### src/rtl/dmem_arbiter.sv
`default_nettype none
// ============================================================================
// Module   : dmem_arbiter
// Purpose  : Two-port req/ack arbiter and access sequencer in front of the
//            single-port, word-aligned data memory.  Port 0 is the CPU
//            load/store port, port 1 a secondary requester (DMA/debug).
//            Each transfer runs IDLE -> ACCESS -> DONE and is range- and
//            alignment-checked before any write reaches the memory.
// Options  : DMEM_ARB_RR_EN - round-robin arbitration (default: port 0 wins)
// Revision : 1.0 - initial release
// ============================================================================
module dmem_arbiter #(
    parameter int DEPTH  = 64,
    parameter int DATA_W = 32
) (
    input  logic              clk,
    input  logic              rst,
    input  logic              p0_req,
    input  logic              p0_we,
    input  logic [31:0]       p0_addr,
    input  logic [DATA_W-1:0] p0_wdata,
    output logic              p0_ack,
    output logic              p0_err,
    output logic [DATA_W-1:0] p0_rdata,
    input  logic              p1_req,
    input  logic              p1_we,
    input  logic [31:0]       p1_addr,
    input  logic [DATA_W-1:0] p1_wdata,
    output logic              p1_ack,
    output logic              p1_err,
    output logic [DATA_W-1:0] p1_rdata,
    output logic              mem_w_enable,
    output logic [31:0]       mem_address,
    output logic [DATA_W-1:0] mem_w_data,
    input  logic [DATA_W-1:0] mem_r_data,
    output logic              busy
);

    localparam logic [1:0]  S_IDLE   = 2'd0;
    localparam logic [1:0]  S_ACCESS = 2'd1;
    localparam logic [1:0]  S_DONE   = 2'd2;
    localparam logic [31:0] C_DEPTH  = 32'(DEPTH);

    logic [1:0]        r_state;
    logic [1:0]        w_next;
    logic              r_grant;       // port owning the current transfer
    logic              r_last_grant;  // port that completed the last transfer
    logic              r_we;
    logic [31:0]       r_addr;
    logic [DATA_W-1:0] r_wdata;
    logic [DATA_W-1:0] r_p0_rdata;
    logic [DATA_W-1:0] r_p1_rdata;
    logic              w_winner;
    logic              w_any_req;
    logic              w_misaligned;
    logic              w_out_of_range;
    logic              w_err;

    assign w_any_req = p0_req | p1_req;

    // Winner selection; with no request the value is unused and simply
    // follows the last grant.
`ifdef DMEM_ARB_RR_EN
    always_comb begin
        if (p0_req && p1_req) w_winner = ~r_last_grant;
        else if (p0_req)      w_winner = 1'b0;
        else if (p1_req)      w_winner = 1'b1;
        else                  w_winner = r_last_grant;
    end
`else
    always_comb begin
        if (p0_req)      w_winner = 1'b0;
        else if (p1_req) w_winner = 1'b1;
        else             w_winner = r_last_grant;
    end
`endif

    // Word index compared at full 30-bit width so huge addresses never alias.
    assign w_misaligned   = |r_addr[1:0];
    assign w_out_of_range = {2'b00, r_addr[31:2]} >= C_DEPTH;
    assign w_err          = w_misaligned | w_out_of_range;

    // State register.
    always_ff @(posedge clk or posedge rst) begin
        if (rst) r_state <= S_IDLE;
        else     r_state <= w_next;
    end

    // Next-state logic: fixed three-step sequence once a request is seen.
    always_comb begin
        w_next = r_state;
        case (r_state)
            S_IDLE:   if (w_any_req) w_next = S_ACCESS;
            S_ACCESS: w_next = S_DONE;
            S_DONE:   w_next = S_IDLE;
            default:  w_next = S_IDLE;
        endcase
    end

    // Command latch, per-port read data capture and grant history.
    always_ff @(posedge clk or posedge rst) begin
        if (rst) begin
            r_grant      <= 1'b0;
            r_last_grant <= 1'b1;
            r_we         <= 1'b0;
            r_addr       <= 32'd0;
            r_wdata      <= '0;
            r_p0_rdata   <= '0;
            r_p1_rdata   <= '0;
        end else begin
            case (r_state)
                S_IDLE: begin
                    if (w_any_req) begin
                        r_grant <= w_winner;
                        r_we    <= w_winner ? p1_we    : p0_we;
                        r_addr  <= w_winner ? p1_addr  : p0_addr;
                        r_wdata <= w_winner ? p1_wdata : p0_wdata;
                    end
                end
                S_ACCESS: begin
                    // Good writes leave the port's read data untouched.
                    if (w_err || !r_we) begin
                        if (r_grant) r_p1_rdata <= w_err ? '0 : mem_r_data;
                        else         r_p0_rdata <= w_err ? '0 : mem_r_data;
                    end
                end
                S_DONE: begin
                    r_last_grant <= r_grant;
                end
                default: ;
            endcase
        end
    end

    // Outputs decoded from registers only; no path from req to ack or mem_*.
    always_comb begin
        busy         = (r_state != S_IDLE);
        mem_w_enable = (r_state == S_ACCESS) & r_we & ~w_err;
        mem_address  = r_addr;
        mem_w_data   = r_wdata;
        p0_ack       = (r_state == S_DONE) & ~r_grant;
        p1_ack       = (r_state == S_DONE) &  r_grant;
        p0_err       = p0_ack & w_err;
        p1_err       = p1_ack & w_err;
        p0_rdata     = r_p0_rdata;
        p1_rdata     = r_p1_rdata;
    end

endmodule
`default_nettype wire

### config.mk
export PLATFORM = sky130hd
export DESIGN_NAME = dmem_arbiter
export DESIGN_NICKNAME = d
export VERILOG_FILES = /design/src/rtl/dmem_arbiter.sv
export SDC_FILE = /design/constraint.sdc
export NUM_CORES = 1
export LEC_CHECK = 0
export BUFFER_PORTS_ARGS = -buffer_cell sky130_fd_sc_hd__buf_4
export CAP_MARGIN = 15
export CORE_AREA = 2 2 117 119
export CTS_BUF_LIST = sky130_fd_sc_hd__clkbuf_16
export DETAILED_ROUTE_END_ITERATION = 8
export DIE_AREA = 0 0 119 121
export PLACE_DENSITY = 0.82
export SYNTH_ARGS = -nofsm -noshare
export SYNTH_HDL_FRONTEND = slang
export SYNTH_SLANG_ARGS = --single-unit
### constraint.sdc
create_clock -name clk -period 8.22 [get_ports clk]
set_input_delay 0.822 -clock clk [delete_from_list [all_inputs] [get_ports clk]]
set_output_delay 0.822 -clock clk [all_outputs]
set_load 0.05 [all_outputs]
Yosys cells after proc, flatten, opt, wreduce, memory -nomap -nowiden
Index checks and enable logic that the tools add are counted.
{"block": "totals", "ff_bits": 133, "latchBits": 0, "ramBits": 0, "rom_bits": 0, "output_inout_bits": 134, "word_cells": 38, "mem_count": 0}
{"block": "op_classes", "n_addsub": 0, "multipliers": 0, "n_div": 0, "magnitude_cmp": 1, "n_eq_ne": 3, "shifts": 0, "n_mux": 8, "bitwise": 10, "reduce_logical": 8}
{"op": "$mux W32", "count": 3}
{"op": "$ge A30 B7 Y1 const B", "count": 1}
{"op": "$and A1 B1 Y1", "count": 6}
{"op": "$reduce_and A3 Y1", "count": 2}
{"op": "$pmux W2 S2", "count": 1}
{"op": "$mux W1", "count": 3}
{"op": "$eq A2 B1 Y1 const B", "count": 1}
{"op": "$eq A2 B2 Y1 const B", "count": 1}
{"op": "$logic_not A2 Y1", "count": 1}
{"op": "$mux W2", "count": 1}
{"op": "$ne A2 B2 Y1 const B", "count": 1}
{"op": "$not A1 Y1", "count": 2}
{"op": "$or A1 B1 Y1", "count": 2}
{"op": "$reduce_and A2 Y1", "count": 1}
{"op": "$reduce_bool A2 Y1", "count": 1}
{"op": "$reduce_or A2 Y1", "count": 1}
{"op": "$logic_not A1 Y1", "count": 1}
{"op": "$logic_or A1 B1 Y1", "count": 1}

Depth between registers and ports, before layout
Gate-level depths: netlist (run 1).
{"block": "logic_depth", "word_depth": 4, "mapped_depth": 7, "depth_no_buf": 5}

Worst setup path after synthesis (run 1)
No wires, ideal clock.
{"block": "synth_timing", "path_type": "register -> output", "startpoint": "register r_addr[7], in the netlist mem_address[7]", "endpoint": "output port p0_err", "t_arrival_ns": 2.361, "required_time_ns": 7.398, "path_slack_ns": 5.037, "stages_incl_launch_ff": 5, "n_path_buf": 0, "cell_sequence": "dfrtp_1 -> nor4_1 -> and4b_4 -> nor3_4 -> nor3_1"}
{"block": "synth_between", "elab_chain_cells": 3}
{"item": "from (decl)", "line": "49", "source": "logic [31:0] r_addr;"}
{"item": "from (signal assigned)", "line": "116", "source": "r_addr <= w_winner ? p1_addr : p0_addr;"}
{"item": "$ge A30 B7 Y1", "line": "80", "source": "assign w_out_of_range = {2'b00, r_addr[31:2]} >= C_DEPTH;"}
{"item": "$or A1 B1 Y1", "line": "81", "source": "assign w_err = w_misaligned | w_out_of_range;"}
{"item": "$and A1 B1 Y1", "line": "143", "source": "p0_err = p0_ack & w_err;"}
{"item": "to (decl)", "line": "23", "source": "output logic p0_err,"}
No other way between the ends.

Worst setup path in the final report (run 1)
{"block": "layout_timing", "startpoint": "register r_addr[9], in the netlist mem_address[9]", "endpoint": "output port mem_w_enable"}
{"block": "layout_between", "elab_chain_cells": 4}
{"item": "$ge A30 B7 Y1", "line": "80"}
{"item": "$or A1 B1 Y1", "line": "81"}
{"item": "$not A1 Y1", "line": "138", "source": "mem_w_enable = (r_state == S_ACCESS) & r_we & ~w_err;"}
{"item": "$and A1 B1 Y1", "line": "138"}
{"item": "to (decl)", "line": "32", "source": "output logic mem_w_enable,"}
No other way between the ends.

==> results of run 1 <==
==> cells by family (layout without fill, tap and decap cells) <==
group / count (synthesis) / in the layout / share of synthesized area (%)
buf+inv: 39 / 338 / 4.268
mux: 65 / 65 / 10.93
simple gates: 126 / 126 / 13.14
flops: 133 / 133 / 55.95
compound gates: 134 / 134 / 15.71
==> placed cells by master (no fill, tap or decap), drive strengths merged, types with 2 or more instances in the layout <==
cell    synthesis  final
mux2i          65     65
nor2b           3      3
dfrtp         132    132
nor4            9      9
inv             3      4
a21oi          67     67
nor2           72     72
clkinv          0      7
bufinv          0      5
and2b          30     30
nand2b          2      2
a21o            2      2
clkbuf         12     17
nor3            2      2
nand2           3      3
a22o           64     64
buf            24    304
==> per-layer routing <==
layer	part of all wire [%]	routed length, µm
met1	38	6886
met2	51	9123
met3	8.4	1516
met4	2.4	429
met5	0	0
==> cell type report <==
type / count / share of cell area, %
Tap cell: 176 / 2.488
Clock buffer: 17 / 4.806
Clock inverter: 14 / 2.163
Sequential cell: 133 / 37.62
Inverter: 3 / 0.1838
Timing Repair Buffer: 304 / 25.78
Multi-Input combinational cell: 325 / 26.96
==> per-stage QoR <==
step / util (%) / std cells / instance area [µm²] / hold slack, ps
after floorplan: - / 497 / 5951 / 439.2
after global placement: 62.93 / 941 / 8234 / 472.2
after detailed placement: 62.93 / 941 / 8234 / 488.2
after CTS: 67.64 / 972 / 8851 / 495.5
after global routing: 67.64 / 972 / 8851 / 498.6
final: 67.64 / 972 / 8851 / 475.7
==> synthesized netlist by cell type <==
master | n | share of area, %
a21o_4 | 2 | 0.50
a21oi_1 | 67 | 5.6
a22o_1 | 63 | 9.3
a22o_2 | 1 | 0.17
and2b_1 | 7 | 0.88
and2b_2 | 23 | 3.4
and3_2 | 1 | 0.13
and4b_4 | 1 | 0.23
buf_1 | 1 | 0.063
buf_2 | 11 | 0.93
buf_4 | 2 | 0.25
buf_6 | 7 | 1.3
buf_8 | 3 | 0.76
clkbuf_1 | 12 | 0.76
dfrtp_1 | 132 | 56
dfstp_2 | 1 | 0.44
inv_1 | 3 | 0.19
mux2i_1 | 65 | 11
nand2_1 | 3 | 0.19
nand2b_1 | 2 | 0.21
nand3_2 | 1 | 0.17
nand3b_1 | 1 | 0.13
nand4_4 | 1 | 0.36
nor2_1 | 72 | 4.5
nor2b_1 | 2 | 0.21
nor2b_2 | 1 | 0.15
nor3_1 | 1 | 0.084
nor3_4 | 1 | 0.27
nor4_1 | 4 | 0.42
nor4_4 | 5 | 1.8
o21bai_1 | 1 | 0.13
==> state kept, by name (all words and copies together), names as in the netlist <==
name	cells
mem_address	32
mem_w_data	32
p0_rdata	32
p1_rdata	32
r_grant	1
r_last_grant	1
r_state	2
r_we	1
==> power groups by stage <==
| stage | Clock (µW) | Sequential (µW) | Combinational [µW] |
|---|---|---|---|
| after global placement | 0 | 990 | 1410 |
| final | 795 | 995 | 1430 |
| after CTS | 807 | 993 | 1440 |
| after global routing | 839 | 1020 | 1510 |
| after detailed placement | 0 | 996 | 1440 |
| after floorplan | 0 | 1490 | 493 |
==> how the worst min path moves through the flow <==
stage	start	to	slack (ps)
after floorplan	r_last_grant$_DFFE_PP1N_	r_last_grant$_DFFE_PP1N_	440
after global placement	r_last_grant$_DFFE_PP1N_	r_last_grant$_DFFE_PP1N_	470
after detailed placement	r_last_grant$_DFFE_PP1N_	r_last_grant$_DFFE_PP1N_	490
after CTS	rst	mem_w_data[30]$_DFFE_PP0P_	500
after global routing	r_last_grant$_DFFE_PP1N_	r_last_grant$_DFFE_PP1N_	500
final	rst	mem_w_data[30]$_DFFE_PP0P_	480
==> critical path: cells and delay by family, from the launching register on <==
| kind | cells | cell delay [ps] |
|---|---|---|
| buffers and inverters | 1 | 210 |
| flip-flops | 1 | 410 |
| AND/OR/NAND/NOR | 4 | 1160 |
==> results.sh, run 1 <==
export IMPL_layout_min_cycle_time_ps=3009
export IMPL_areaGrowthSynthToFinish_pct=48.74
export IMPL_skew_ps=7.942
export IMPL_drt_total_wl_um=17960
export IMPL_clock_latency_ps=410
export IMPL_routedWlPerCell_um=18.47
export IMPL_layout_drive_gt1_share_pct=46.61
export IMPL_nNetsFinal=950
export IMPL_netlist_area_um2=5951
export IMPL_combPwrFrac_pct=44.4
export IMPL_netSwitchingFraction_pct=44.11
export IMPL_cp_start_kind="register"
export IMPL_avgSynthCellArea_um2=11.97
export IMPL_cp_cell_sequence="nor4_1 > nand3_2 > nor3_4 > and3_2 > buf_4"
export IMPL_max_stage_delay_ps=420
export IMPL_drtAntennaViolNets=0
export IMPL_dp_hpwl_um=12970
export IMPL_p_leak_uw=0.004624
export IMPL_multi_input_area_um2=2386
export IMPL_synth_cells=497
export IMPL_cts_tree="yes"
export IMPL_ys_seq_area_share_pct=55.95
export IMPL_p_sw_uw=1421
export IMPL_seqPwrFrac_pct=30.9
export IMPL_post_route_period_util_pct=36.61
export IMPL_p_int_uw=1801
export IMPL_post_cts_buffers=0
export IMPL_min_path_type="in -> async"
export IMPL_core_um2=13090
export IMPL_slowest_stage="nor4_1"
export IMPL_clk_pin_slew_ps=60
export IMPL_grt_pass1_wl_um=27990
export IMPL_rr_startpoint="r_state[1]$_DFFE_PP0P_"
export IMPL_reg2reg_slack_ps=5670
export IMPL_fp_dieW_um=119
export IMPL_reg2reg_depth=6
export IMPL_grt_overflow=0
export IMPL_regArea_um2=3329
export IMPL_slew_violations=0
export IMPL_cp_startpoint="mem_address[9]$_DFFE_PP0P_"
export IMPL_hold_buffers=0
export IMPL_yosysWarnings=0
export IMPL_dp_slack_ps=5209
export IMPL_grt_pass1_vias=5365
export IMPL_floorplan_rows=42
export IMPL_critPathArrivalTime_ps=2190
export IMPL_r2r_end="mem_address[6]$_DFFE_PP0P_"
export IMPL_antenna_found_initial=0
export IMPL_relSlewSlack_pct=25.18
export IMPL_crit_type="reg -> out"
export IMPL_antenna_cells=0
export IMPL_cts_sinks=133
export IMPL_gp_congestion=0.8316
export IMPL_nFillCells=969
export IMPL_rsz0062_at_grt="false"
export IMPL_power_density_nw_per_um2=364.0
export IMPL_fin_ws_ps=5211
export IMPL_drtIter0Drc=254
export IMPL_io_pin_count=300
export IMPL_gr_usage_met1_pct=28.70
export IMPL_hold_viol=0
export IMPL_vias=5125
export IMPL_vias_per_cell=5.273
export IMPL_grt_usage_pct=25.10
export IMPL_tns_ps=0
export IMPL_cts_max_path_buffers=2
export IMPL_outcome="finished, final reports clean"
export IMPL_initial_core_util_pct=45.48
export IMPL_cts_root_buf="clkbuf_16"
export IMPL_synth_cell_types=31
export IMPL_post_cts_resized=0
export IMPL_portBuffers=299
export IMPL_crit_end="mem_w_enable"
export IMPL_tightest_slew_ps=1122
export IMPL_htree_levels=4
export IMPL_end_kind="output pin"
export IMPL_maxCapViolCount=0
export IMPL_required_ps=7400
export IMPL_met2_usage_pct=43.00
export IMPL_dr_pass1_iters=4
export IMPL_vdd_drop_max_uv=286.0
export IMPL_dieArea_um2=14400
export IMPL_synthesis_nets=663
export IMPL_setup_violations=0
export IMPL_p_total_uw=3222
export IMPL_use_met3_pct=9.258
export IMPL_cts_buffers=17
export IMPL_dieHeight_um=121
export IMPL_drcViolationCount=0
export IMPL_grt_max_degree=97
export IMPL_cp_max_fo=5
export IMPL_synth_seq_cells=133
export IMPL_fmax_ghz=0.3323
export IMPL_busiest_layer="met2"
export IMPL_p_clk_share_pct=24.7
Power figures use the tool's default switching activity.
==> inputs of run 2 (changes only) <==
CORE_AREA = not set   (was 2 2 117 119)
CORE_MARGIN = 2   (was not set)
CORE_UTILIZATION = 46   (was not set)
DIE_AREA = not set   (was 0 0 119 121)
PLACE_DENSITY = 0.83   (was 0.82)
clock period = 2.9 ns   (was 8.22 ns; I/O delays follow)
==> results.sh, run 2 (synthesis gave the netlist of run 1 again) <==
export IMPL_required_ps=2610
export IMPL_clock_latency_ps=410
export IMPL_htree_levels=4
export IMPL_dr_pass1_iters=4
export IMPL_vias=5095
export IMPL_tightest_slew_ps=754.6
export IMPL_cts_sinks=133
export IMPL_regArea_um2=3329
export IMPL_vias_per_cell=5.253
export IMPL_drtAntennaViolNets=0
export IMPL_post_cts_buffers=0
export IMPL_hold_buffers=0
export IMPL_gp_congestion=0.8478
export IMPL_power_density_nw_per_um2=1017
export IMPL_cp_cell_sequence="nor4_1 > and4b_4 > nor3_4 > nor3_1 > buf_4"
export IMPL_initial_core_util_pct=47.15
export IMPL_post_route_util_pct=70.09
export IMPL_fp_dieW_um=117.7
export IMPL_areaGrowthSynthToFinish_pct=48.63
export IMPL_layout_commonest_cell="buf_4"
export IMPL_relSlewSlack_pct=49.69
export IMPL_drcViolationCount=0
export IMPL_grt_usage_pct=26.24
export IMPL_cp_start_kind="register"
export IMPL_nFillCells=933
export IMPL_vdd_drop_max_uv=671.4
export IMPL_design_area_um2=8845
export IMPL_antenna_found_initial=0
export IMPL_maxCapViolCount=0
export IMPL_placed_cell_area_um2=8275
export IMPL_hold_viol=0
export IMPL_routedWlPerCell_um=18.24
export IMPL_dp_slack_ps=789.2
export IMPL_core_um2=12620
export IMPL_p_total_uw=8996
export IMPL_grt_max_degree=134
export IMPL_drt_total_wl_um=17690
export IMPL_reg2reg_depth=5
export IMPL_dp_hpwl_um=12930
export IMPL_drtIter0Drc=377
export IMPL_fmax_ghz=0.3978
export IMPL_end_kind="output pin"
export IMPL_floorplan_rows=41
export IMPL_post_route_period_util_pct=86.69
export IMPL_crit_type="reg -> out"
export IMPL_critPathArrivalTime_ps=2220
export IMPL_rsz0062_at_grt="false"
export IMPL_grt_overflow=0
export IMPL_cts_root_buf="clkbuf_16"
export IMPL_cts_buffers=17
export IMPL_cts_max_path_buffers=2
export IMPL_setup_violations=0
export IMPL_outcome="finished, final reports clean"
export IMPL_layout_common_cells="305 x buf_4, 132 x dfrtp_1, 71 x nor2_1"
export IMPL_io_pin_count=300
export IMPL_slew_violations=0
export IMPL_slowest_stage="dfrtp_1"
export IMPL_dieArea_um2=13860
export IMPL_skew_ps=10.91
export IMPL_tns_ps=0
export IMPL_fin_ws_ps=385.9
export IMPL_max_stage_delay_ps=390
export IMPL_grt_pass1_wl_um=28410
export IMPL_nNetsFinal=953
export IMPL_grt_pass1_vias=5321
export IMPL_layout_drive_gt1_share_pct=46.87
export IMPL_dieHeight_um=117.7
export IMPL_antenna_cells=0
export IMPL_cts_tree="yes"
export IMPL_p_leak_uw=0.004621
export IMPL_clk_pin_slew_ps=50
export IMPL_min_path_type="in -> async"
export IMPL_portBuffers=299
export IMPL_multi_input_area_um2=2386
export IMPL_cp_max_fo=5
export IMPL_post_cts_resized=0
export IMPL_layout_min_cycle_time_ps=2514
[run 2: cell count changes in the layout (fill, tap and decap cells not counted), sizes merged]
| cell | previous run | this run |
|---|---|---|
| buf | 304 | 307 |
| bufinv | 5 | 3 |
| clkinvlp | 1 | 3 |
| clkinv | 7 | 6 |
[run 2: routing by layer]
| metal | routed length (µm) | part of all wire (%) | GRT usage [%] |
|---|---|---|---|
| met1 | 6649 | 38 | 30.57 |
| met2 | 9036 | 51 | 43.75 |
| met3 | 1534 | 8.7 | 9.399 |
| met4 | 472 | 2.7 | 11.30 |
| met5 | 0 | 0 | 0 |
[run 2: worst paths after layout]
| check | start | endpoint | slack, ps |
|---|---|---|---|
| max in group asynchronous | rst | p0_rdata[13]$_DFFE_PP0P_ | 2250 |
| hold reg to reg | r_last_grant$_DFFE_PP1N_ | r_last_grant$_DFFE_PP1N_ | 480 |
| hold / removal | rst | mem_w_data[28]$_DFFE_PP0P_ | 40 |
| min in group clk | p0_req | r_grant$_DFFE_PP0P_ | 60 |
| setup / recovery | mem_address[7]$_DFFE_PP0P_ | p0_err | 390 |
| setup reg to reg | mem_address[9]$_DFFE_PP0P_ | p0_rdata[18]$_DFFE_PP0P_ | 900 |
[run 2: per-stage QoR]
step / cells / hold WS, ps
finish: 970 / 39.98
global route: 970 / 55.51
CTS: 970 / 43.39
floorplan: 497 / 375.7
global placement: 940 / 471.1
detailed placement: 940 / 479.4
[run 2: worst max-delay path, delay by kind of cell (launching register included)]
kind / cells / cell delay, ps
and+or+nand+nor: 4 / 1160
DFF: 1 / 390
buffers and inverters: 1 / 270
[run 2: report_power, final]
group | internal, µW | total, µW | switching, µW
combinational | 1290 | 4120 | 2830
clock | 1320 | 2090 | 769
sequential | 2340 | 2780 | 440
total | 4960 | 9000 | 4040
[run 2: area by class of cell]
cell class / instances / area share (%)
repair buffers: 307 / 26.34
clock inverters: 13 / 1.627
well taps: 172 / 2.433
clock buffers: 17 / 4.810
multi-input cells: 325 / 26.98
inverters: 3 / 0.1698
flip-flops and latches: 133 / 37.64
